<file path="config.mk">
export PLATFORM = sky130hd
export DESIGN_NAME = pulse_gen_param
export DESIGN_NICKNAME = d
export VERILOG_FILES = /design/src/rtl/pulse_gen_pkg.sv /design/src/rtl/pulse_gen_param_rise_detect.sv /design/src/rtl/pulse_gen_param.sv
export SDC_FILE = /design/constraint.sdc
export NUM_CORES = 1
export LEC_CHECK = 0
export ABC_AREA = 1
export CORE_ASPECT_RATIO = 1.25
export CORE_MARGIN = 2
export CORE_UTILIZATION = 50
export CTS_CLUSTER_SIZE = 20
export DETAILED_ROUTE_END_ITERATION = 7
export GPL_TIMING_DRIVEN = 0
export PLACE_DENSITY = 0.7
export SYNTH_ARGS = -nofsm -noshare
export SYNTH_HDL_FRONTEND = slang
export SYNTH_SLANG_ARGS = --single-unit
</file>
<file path="constraint.sdc">
create_clock -name clk -period 2.1 [get_ports clk]
set_input_delay 0.315 -clock clk [delete_from_list [all_inputs] [get_ports clk]]
set_output_delay 0.315 -clock clk [all_outputs]
set_load 0.05 [all_outputs]
</file>
<file path="src/rtl/pulse_gen_pkg.sv">
// Shared types and constants for pulse_gen_param: FSM states, mode encodings,
// and the burst-length normalisation helper.
package pulse_gen_pkg;

    typedef enum logic {
        ST_IDLE = 1'b0,
        ST_RUN  = 1'b1
    } state_t;

    localparam logic [1:0] MODE_SINGLE = 2'b00;
    localparam logic [1:0] MODE_CONT   = 2'b01;
    localparam logic [1:0] MODE_BURST  = 2'b10;

    // Widest burst_len the helper can normalise; the top checks BURST_W against it.
    localparam int MAX_BURST_W = 16;

    // A burst length of zero means one pulse.
    function automatic logic [MAX_BURST_W-1:0] burst_eff(input logic [MAX_BURST_W-1:0] len);
        return (len == '0) ? MAX_BURST_W'(1) : len;
    endfunction

endpackage

</file>
<file path="src/rtl/pulse_gen_param_rise_detect.sv">
// Registered rising-edge detector; the history flop resets to rst_val so a
// level already high at reset release can be masked.
module rise_detect (
    input  logic clk,
    input  logic rst_n,
    input  logic rst_val,
    input  logic sig,
    output logic rise
);

    logic sig_q;

    // NOTE: sequential state uses non-blocking assignments so every flop samples pre-edge values.
    always_ff @(posedge clk or negedge rst_n) begin
        if (!rst_n) sig_q <= rst_val;
        else        sig_q <= sig;
    end

    assign rise = sig & ~sig_q;

endmodule

</file>
<file path="src/rtl/pulse_gen_param.sv">
// Parametrised pulse-train generator: single, continuous and burst modes with
// abort and busy/done status. Define PULSE_GEN_RETRIG_EN to restart on a trigger in RUN.
module pulse_gen_param
    import pulse_gen_pkg::*;
#(
    parameter int CNT_W   = 6,
    parameter int DELAY   = 10,
    parameter int HIGH    = 5,
    parameter int PERIOD  = 40,
    parameter int BURST_W = 4
) (
    input  logic               clk,
    input  logic               rst_n,
    input  logic               init,
    input  logic [1:0]         mode,
    input  logic [BURST_W-1:0] burst_len,
    input  logic               stop,
    output logic               pulse,
    output logic               busy,
    output logic               done
);

    if (HIGH < 1 || PERIOD < 1 || DELAY < 0 || DELAY + HIGH > PERIOD ||
        PERIOD > (1 << CNT_W) || BURST_W > MAX_BURST_W) begin : g_bad_cfg
        $error("pulse_gen_param: illegal timing or width parameters");
    end

    localparam logic [CNT_W-1:0] END_CNT = CNT_W'(PERIOD - 1);
    localparam logic [CNT_W:0]   WIN_LO  = (CNT_W + 1)'(DELAY);
    localparam logic [CNT_W:0]   WIN_HI  = (CNT_W + 1)'(DELAY + HIGH);

    state_t             state, state_d;
    logic [CNT_W-1:0]   cnt, cnt_d;
    logic [BURST_W-1:0] pcnt, pcnt_d, pcnt_inc;
    logic [1:0]         mode_q, mode_d;
    logic [BURST_W-1:0] blen_q, blen_d;
    logic               pulse_d, done_d;
    logic               trig, period_end, last_period;

    rise_detect u_rise (
        .clk     (clk),
        .rst_n   (rst_n),
        .rst_val (1'b1),
        .sig     (init),
        .rise    (trig)
    );

    assign period_end  = (cnt == END_CNT);
    assign pcnt_inc    = pcnt + 1'b1;
    // Continuous never finishes; reserved mode falls into the single-period case.
    assign last_period = (mode_q != MODE_CONT) &&
                         ((mode_q != MODE_BURST) ||
                          (MAX_BURST_W'(pcnt_inc) == burst_eff(MAX_BURST_W'(blen_q))));

    // NOTE: every output of this block gets a default first so no latches are inferred.
    always_comb begin
        state_d = state;
        cnt_d   = cnt;
        pcnt_d  = pcnt;
        mode_d  = mode_q;
        blen_d  = blen_q;
        done_d  = 1'b0;
        unique case (state)
            ST_IDLE: begin
                if (trig && !stop) begin
                    state_d = ST_RUN;
                    cnt_d   = '0;
                    pcnt_d  = '0;
                    mode_d  = mode;
                    blen_d  = burst_len;
                end
            end
            ST_RUN: begin
                if (stop) begin
                    state_d = ST_IDLE;
                    cnt_d   = '0;
                    pcnt_d  = '0;
                end else if (period_end && last_period) begin
                    // Normal completion beats a coincident trigger.
                    state_d = ST_IDLE;
                    cnt_d   = '0;
                    pcnt_d  = '0;
                    done_d  = 1'b1;
`ifdef PULSE_GEN_RETRIG_EN
                end else if (trig) begin
                    cnt_d  = '0;
                    pcnt_d = '0;
                    mode_d = mode;
                    blen_d = burst_len;
`endif
                end else if (period_end) begin
                    cnt_d = '0;
                    if (mode_q == MODE_BURST) pcnt_d = pcnt_inc;
                end else begin
                    cnt_d = cnt + 1'b1;
                end
            end
            default: state_d = ST_IDLE;
        endcase
        pulse_d = (state_d == ST_RUN) &&
                  ({1'b0, cnt_d} >= WIN_LO) && ({1'b0, cnt_d} < WIN_HI);
    end

    always_ff @(posedge clk or negedge rst_n) begin
        if (!rst_n) begin
            state  <= ST_IDLE;
            cnt    <= '0;
            pcnt   <= '0;
            mode_q <= MODE_SINGLE;
            blen_q <= '0;
            pulse  <= 1'b0;
            busy   <= 1'b0;
            done   <= 1'b0;
        end else begin
            state  <= state_d;
            cnt    <= cnt_d;
            pcnt   <= pcnt_d;
            mode_q <= mode_d;
            blen_q <= blen_d;
            pulse  <= pulse_d;
            busy   <= (state_d == ST_RUN);
            done   <= done_d;
        end
    end

endmodule

</file>
Word level (Yosys, flattened, before mapping)
Index checks and enable logic that the tools add are counted.

Output and inout bits: 3. Bits in latches: 0. Memory bits (writable): 0. ROM bits: 0. Input port bits: 10. Memories: 0. Logic and storage cells: 52. Bits in registers: 20.

Eq/ne operators: 8. Div/mod/pow operators: 0. Add/sub/neg operators: 2. Mux-type cells: 19. Order comparisons: 2. Shift operators: 0. Reductions and logical operators: 10. Bitwise logic cells: 3. $mul: 0.

Operators by type and width (number): 4-bit two-way mux (6); 6-bit two-way mux (4); 6-bit one-hot mux with 2 select lines (1); 4-bit by 2-bit != test with 1-bit output, second input constant (2); 4-bit one-hot mux with 2 select lines (1); 6-bit by 1-bit adder with 6-bit output, second input constant (1); 6-bit == test, second input constant (1); 6-bit by 4-bit greater-or-equal comparator with 1-bit output, second input constant (1); 6-bit by 4-bit < comparator with 1-bit output, second input constant (1); 1-bit two-way mux (6); 1-bit logical AND (5); 4-bit by 1-bit adder with 4-bit output, second input constant (1); 4-bit == test (1); 4-bit zero test (1); 2-bit != test, second input constant (2); 3-bit AND reduction (1); 2-bit == test, second input constant (1); 2-bit by 1-bit != test with 1-bit output, second input constant (1); 1-bit inverter (2); 1-bit one-hot mux with 2 select lines (1); 2-bit AND reduction (1); 1-bit bitwise AND (1); 1-bit zero test (1); 1-bit logical OR (1).

Logic depth before layout (Yosys ltp)
Word-level depth: 12. Mapped depth: 13. Depth with buffers taken out: 13.

Least setup slack after synthesis
OpenSTA, ideal clock, no wires.

Path type: register to register. Start point: register state. End point: register pulse. Library setup time: 122 ps. Buffers on the path: 0. Path slack: 538 ps. Clock period less this slack: 1562 ps. Required time: 1978 ps. Cell stages (with the launch flop): 8. Arrival: 1440 ps. Cells stage by stage: dfrtp_1 > inv_2 > nor2_4 > nand2_2 > o21ai_1 > nand3_1 > o21ai_0 > nor2_2.

Cells in the longest elaborated chain, start to end: 5. Elaborated cells on any way between the ends: 7. Those cells by class: order compare: 2; mux: 2; bitwise: 1; reduce/logical: 2.

Ends and longest elaborated chain: from (decl) (line pulse_gen_param.sv:32) `state_t state, state_d;`; from (signal assigned) (line pulse_gen_param.sv:115) `state <= state_d;`; 1-bit inverter (no source line); 6-bit one-hot mux with 2 select lines (*) (line pulse_gen_param.sv:63) `unique case (state)`; via cnt_d[0] (line pulse_gen_param.sv:33) `logic [CNT_W-1:0] cnt, cnt_d;`; 6-bit by 4-bit greater-or-equal comparator with 1-bit output (line pulse_gen_param.sv:101) `({1'b0, cnt_d} >= WIN_LO) && ({1'b0, cnt_d} < WIN_HI);`; 1-bit logical AND (line pulse_gen_param.sv:100) `pulse_d = (state_d == ST_RUN) &&`; 1-bit logical AND (*) (line pulse_gen_param.sv:101); via pulse_d (line pulse_gen_param.sv:37) `logic pulse_d, done_d;`; to (signal assigned) (line pulse_gen_param.sv:120) `pulse <= pulse_d;`; to (decl) (line pulse_gen_param.sv:18) `output logic pulse,`.

Mark *: on every way through the listed nets, which the timed path passes. The rest lies on a longest branch. A chain may end at the register's enable or synchronous reset.

==> metrics <==
status finished, final reports clean; crit path from state; register area 502 sq um; list of most frequent post-synthesis cells nand2_1 (32), dfrtp_1 (19), nand3_1 (14); Worst path slowest cell clkdlybuf4s50_1; Die X 45.9 um; CTS tree built; Post-synth EDFFs 0; MaxCap Viol Count 0; Worst Hold End u_rise.sig_q; CP Class reg2out; CP Capture Type output pin; Syn-to-layout area delta 16.5%; syn avg cell area 8.44 sq um; largest net degree at the start of global routing 21; Yosys reg bits 20; depth of the worst hold-timing path 1; WL met1 833 um; met3 routed WL 15 um; clock-pin transition on the worst setup and hold timing paths 110 ps; Clk Latency, worst-skew pair 290 ps; input/output buffers 12; Peak Freq 0.531 GHz; fin nets 159; number of setup buffers added after CTS 0; Syn Inst Count 130; H-tree Lvls 1; RR Endpoint pulse; Synth Cell Area 1100 sq um; CTS Buf Count 3; worst r2r src pcnt[0]; crit start category register; Final Cell Area 1280 sq um; Hold Vio Cnt, Final 0; Root Buffer clkbuf_4; WL/cell 11.7 um; layout cells sized above 1 19.2%; first-pass GRT wire length 3.42 mm; Ys Warns 0; post-CTS sizing 0; TNS Setup 0 ps; fin crit share 89.7%; I/O pins 13; Final min period 1880 ps; number of global-route vias before repair 857; Worst Hold Class in2reg; Initial Utilization 54.1%; top cells by area, synth dfrtp_1 (43%), nand2_1 (11%), nand3_1 (6.4%); antenna viol nets, final 0; buffers plus inverters on the worst setup path 1; Crit Path Max Fanout 4; Worst R2R Setup Slack 430 ps; multi-input logic area 534 sq um; max-slew violations 0; Synth cell types 27; min-delay src init; routed wl met2 1.07 mm; skew final 3.14 ps; delay-heaviest family, CP buffers and inverters; placed inst area 1240 sq um; 1st-pass router iterations 4; initial antenna violation count 0; Ant. Diodes 0; Static Leak 0.583 nW; grt total ovfl 0; HPWL Detailed 1.54 mm; Finish-stage setup viols 0; DRC violations left 0; vias per cell 5.19; Die Y 56.4 um; core footprint 2030 sq um; CP required 1780 ps; RSZ-0062 raised after global routing no; Reg2Reg Depth 10; Tot GR Track Use 17.3%; Main synth FF type dfrtp_1; sequential-to-total area share from yosys stat 45.7%; die footprint 2590 sq um; TritonCTS Sinks 20; Starting DRT DRC Count 13; async set-reset flop share out of synthesis 100%; fillers 180; count leader, synth nand2_1; Max stage delay on crit path 830 ps; Placer Congestion 0.750; total wire length 1.94 mm; top layer in use met4; Max clock buf depth 2; Synth top area share 43.3%; Worst EP arrival 1570 ps; maximum vdd drop 468 uV; Worst Max-Slew Pin Slew 896 ps; post-synth net total 142; slew margin rel. 40.1%; CP Cell Sequence clkdlybuf4s50_1; hold_buf cts 0; vias post-DR 861; dominant cell type by area after synthesis dfrtp_1; Rows 18; pwr/cell area 651 nW/um^2
[metal layers]
metal | vias up | global-route usage, %
li1 | 461 | -
met1 | 397 | 21.4
met2 | 1 | 29.6
met3 | 2 | 1.93
met4 | 0 | 6.12
met5 | - | 0
[final cells by class]
cell class,instances,area share (%)
well taps,20,1.96
inverters,14,4.21
multi-input cells,95,41.8
repair buffers,12,9.39
clock buffers,4,2.84
plain buffers,1,0.587
flip-flops and latches,20,39.2
[worst max-delay path by stage]
stage / end / depth (start not counted)
after floorplan: pulse / 7
after global placement: mode_q[0] / 5
after detailed placement: mode_q[0] / 5
after CTS: busy / 1
after global routing: busy / 1
final: busy / 1
[registers in the layout, indices dropped and copies added (netlist names)]
name          cells
pulse             1
state             1
blen_q            4
done              1
pcnt              4
mode_q            2
cnt               6
u_rise.sig_q      1
[report_power, final]
group | switching (mW) | internal (mW)
clock network | 0.112 | 0.105
registers | 0.0304 | 0.422
logic | 0.0903 | 0.0725
[layout by cell type (no fill, tap or decap), types with 2 or more instances in the layout]
cell	count
dfrtp_1	19
ha_1	2
clkdlybuf4s50_1	12
inv_2	6
nand2_2	5
o21ai_1	7
a21oi_1	6
nand4_1	2
xor2_1	3
clkbuf_4	3
inv_1	7
nand3_1	14
nor3_1	2
nor2_1	10
nand2_1	32
nor2_4	2
[stage by stage]
step           power, mW  util, %  hold slack [ps]  setup WS [ps]  std cells
2_1_floorplan      0.569        -             19.4            538        130
3_3_place_gp       0.619     61.3              518            201        162
3_5_place_dp       0.626     61.3              529            190        162
4_1_cts            0.847     63.1              441            195        166
5_1_grt            0.885     63.1              439            168        166
6_report           0.832     63.1              443            216        166
[kinds of logic after synthesis]
family,Yosys count,synth area share (%)
AOI/OAI and AO/OA,15,7.52
buffers and inverters,15,5.59
DFF,20,45.7
and+or+nand+nor,71,32.3
adders and majority gates,3,3.31
muxes,2,2.39
xor gates and xnor gates,4,3.19
Power figures use the tool's default switching activity.
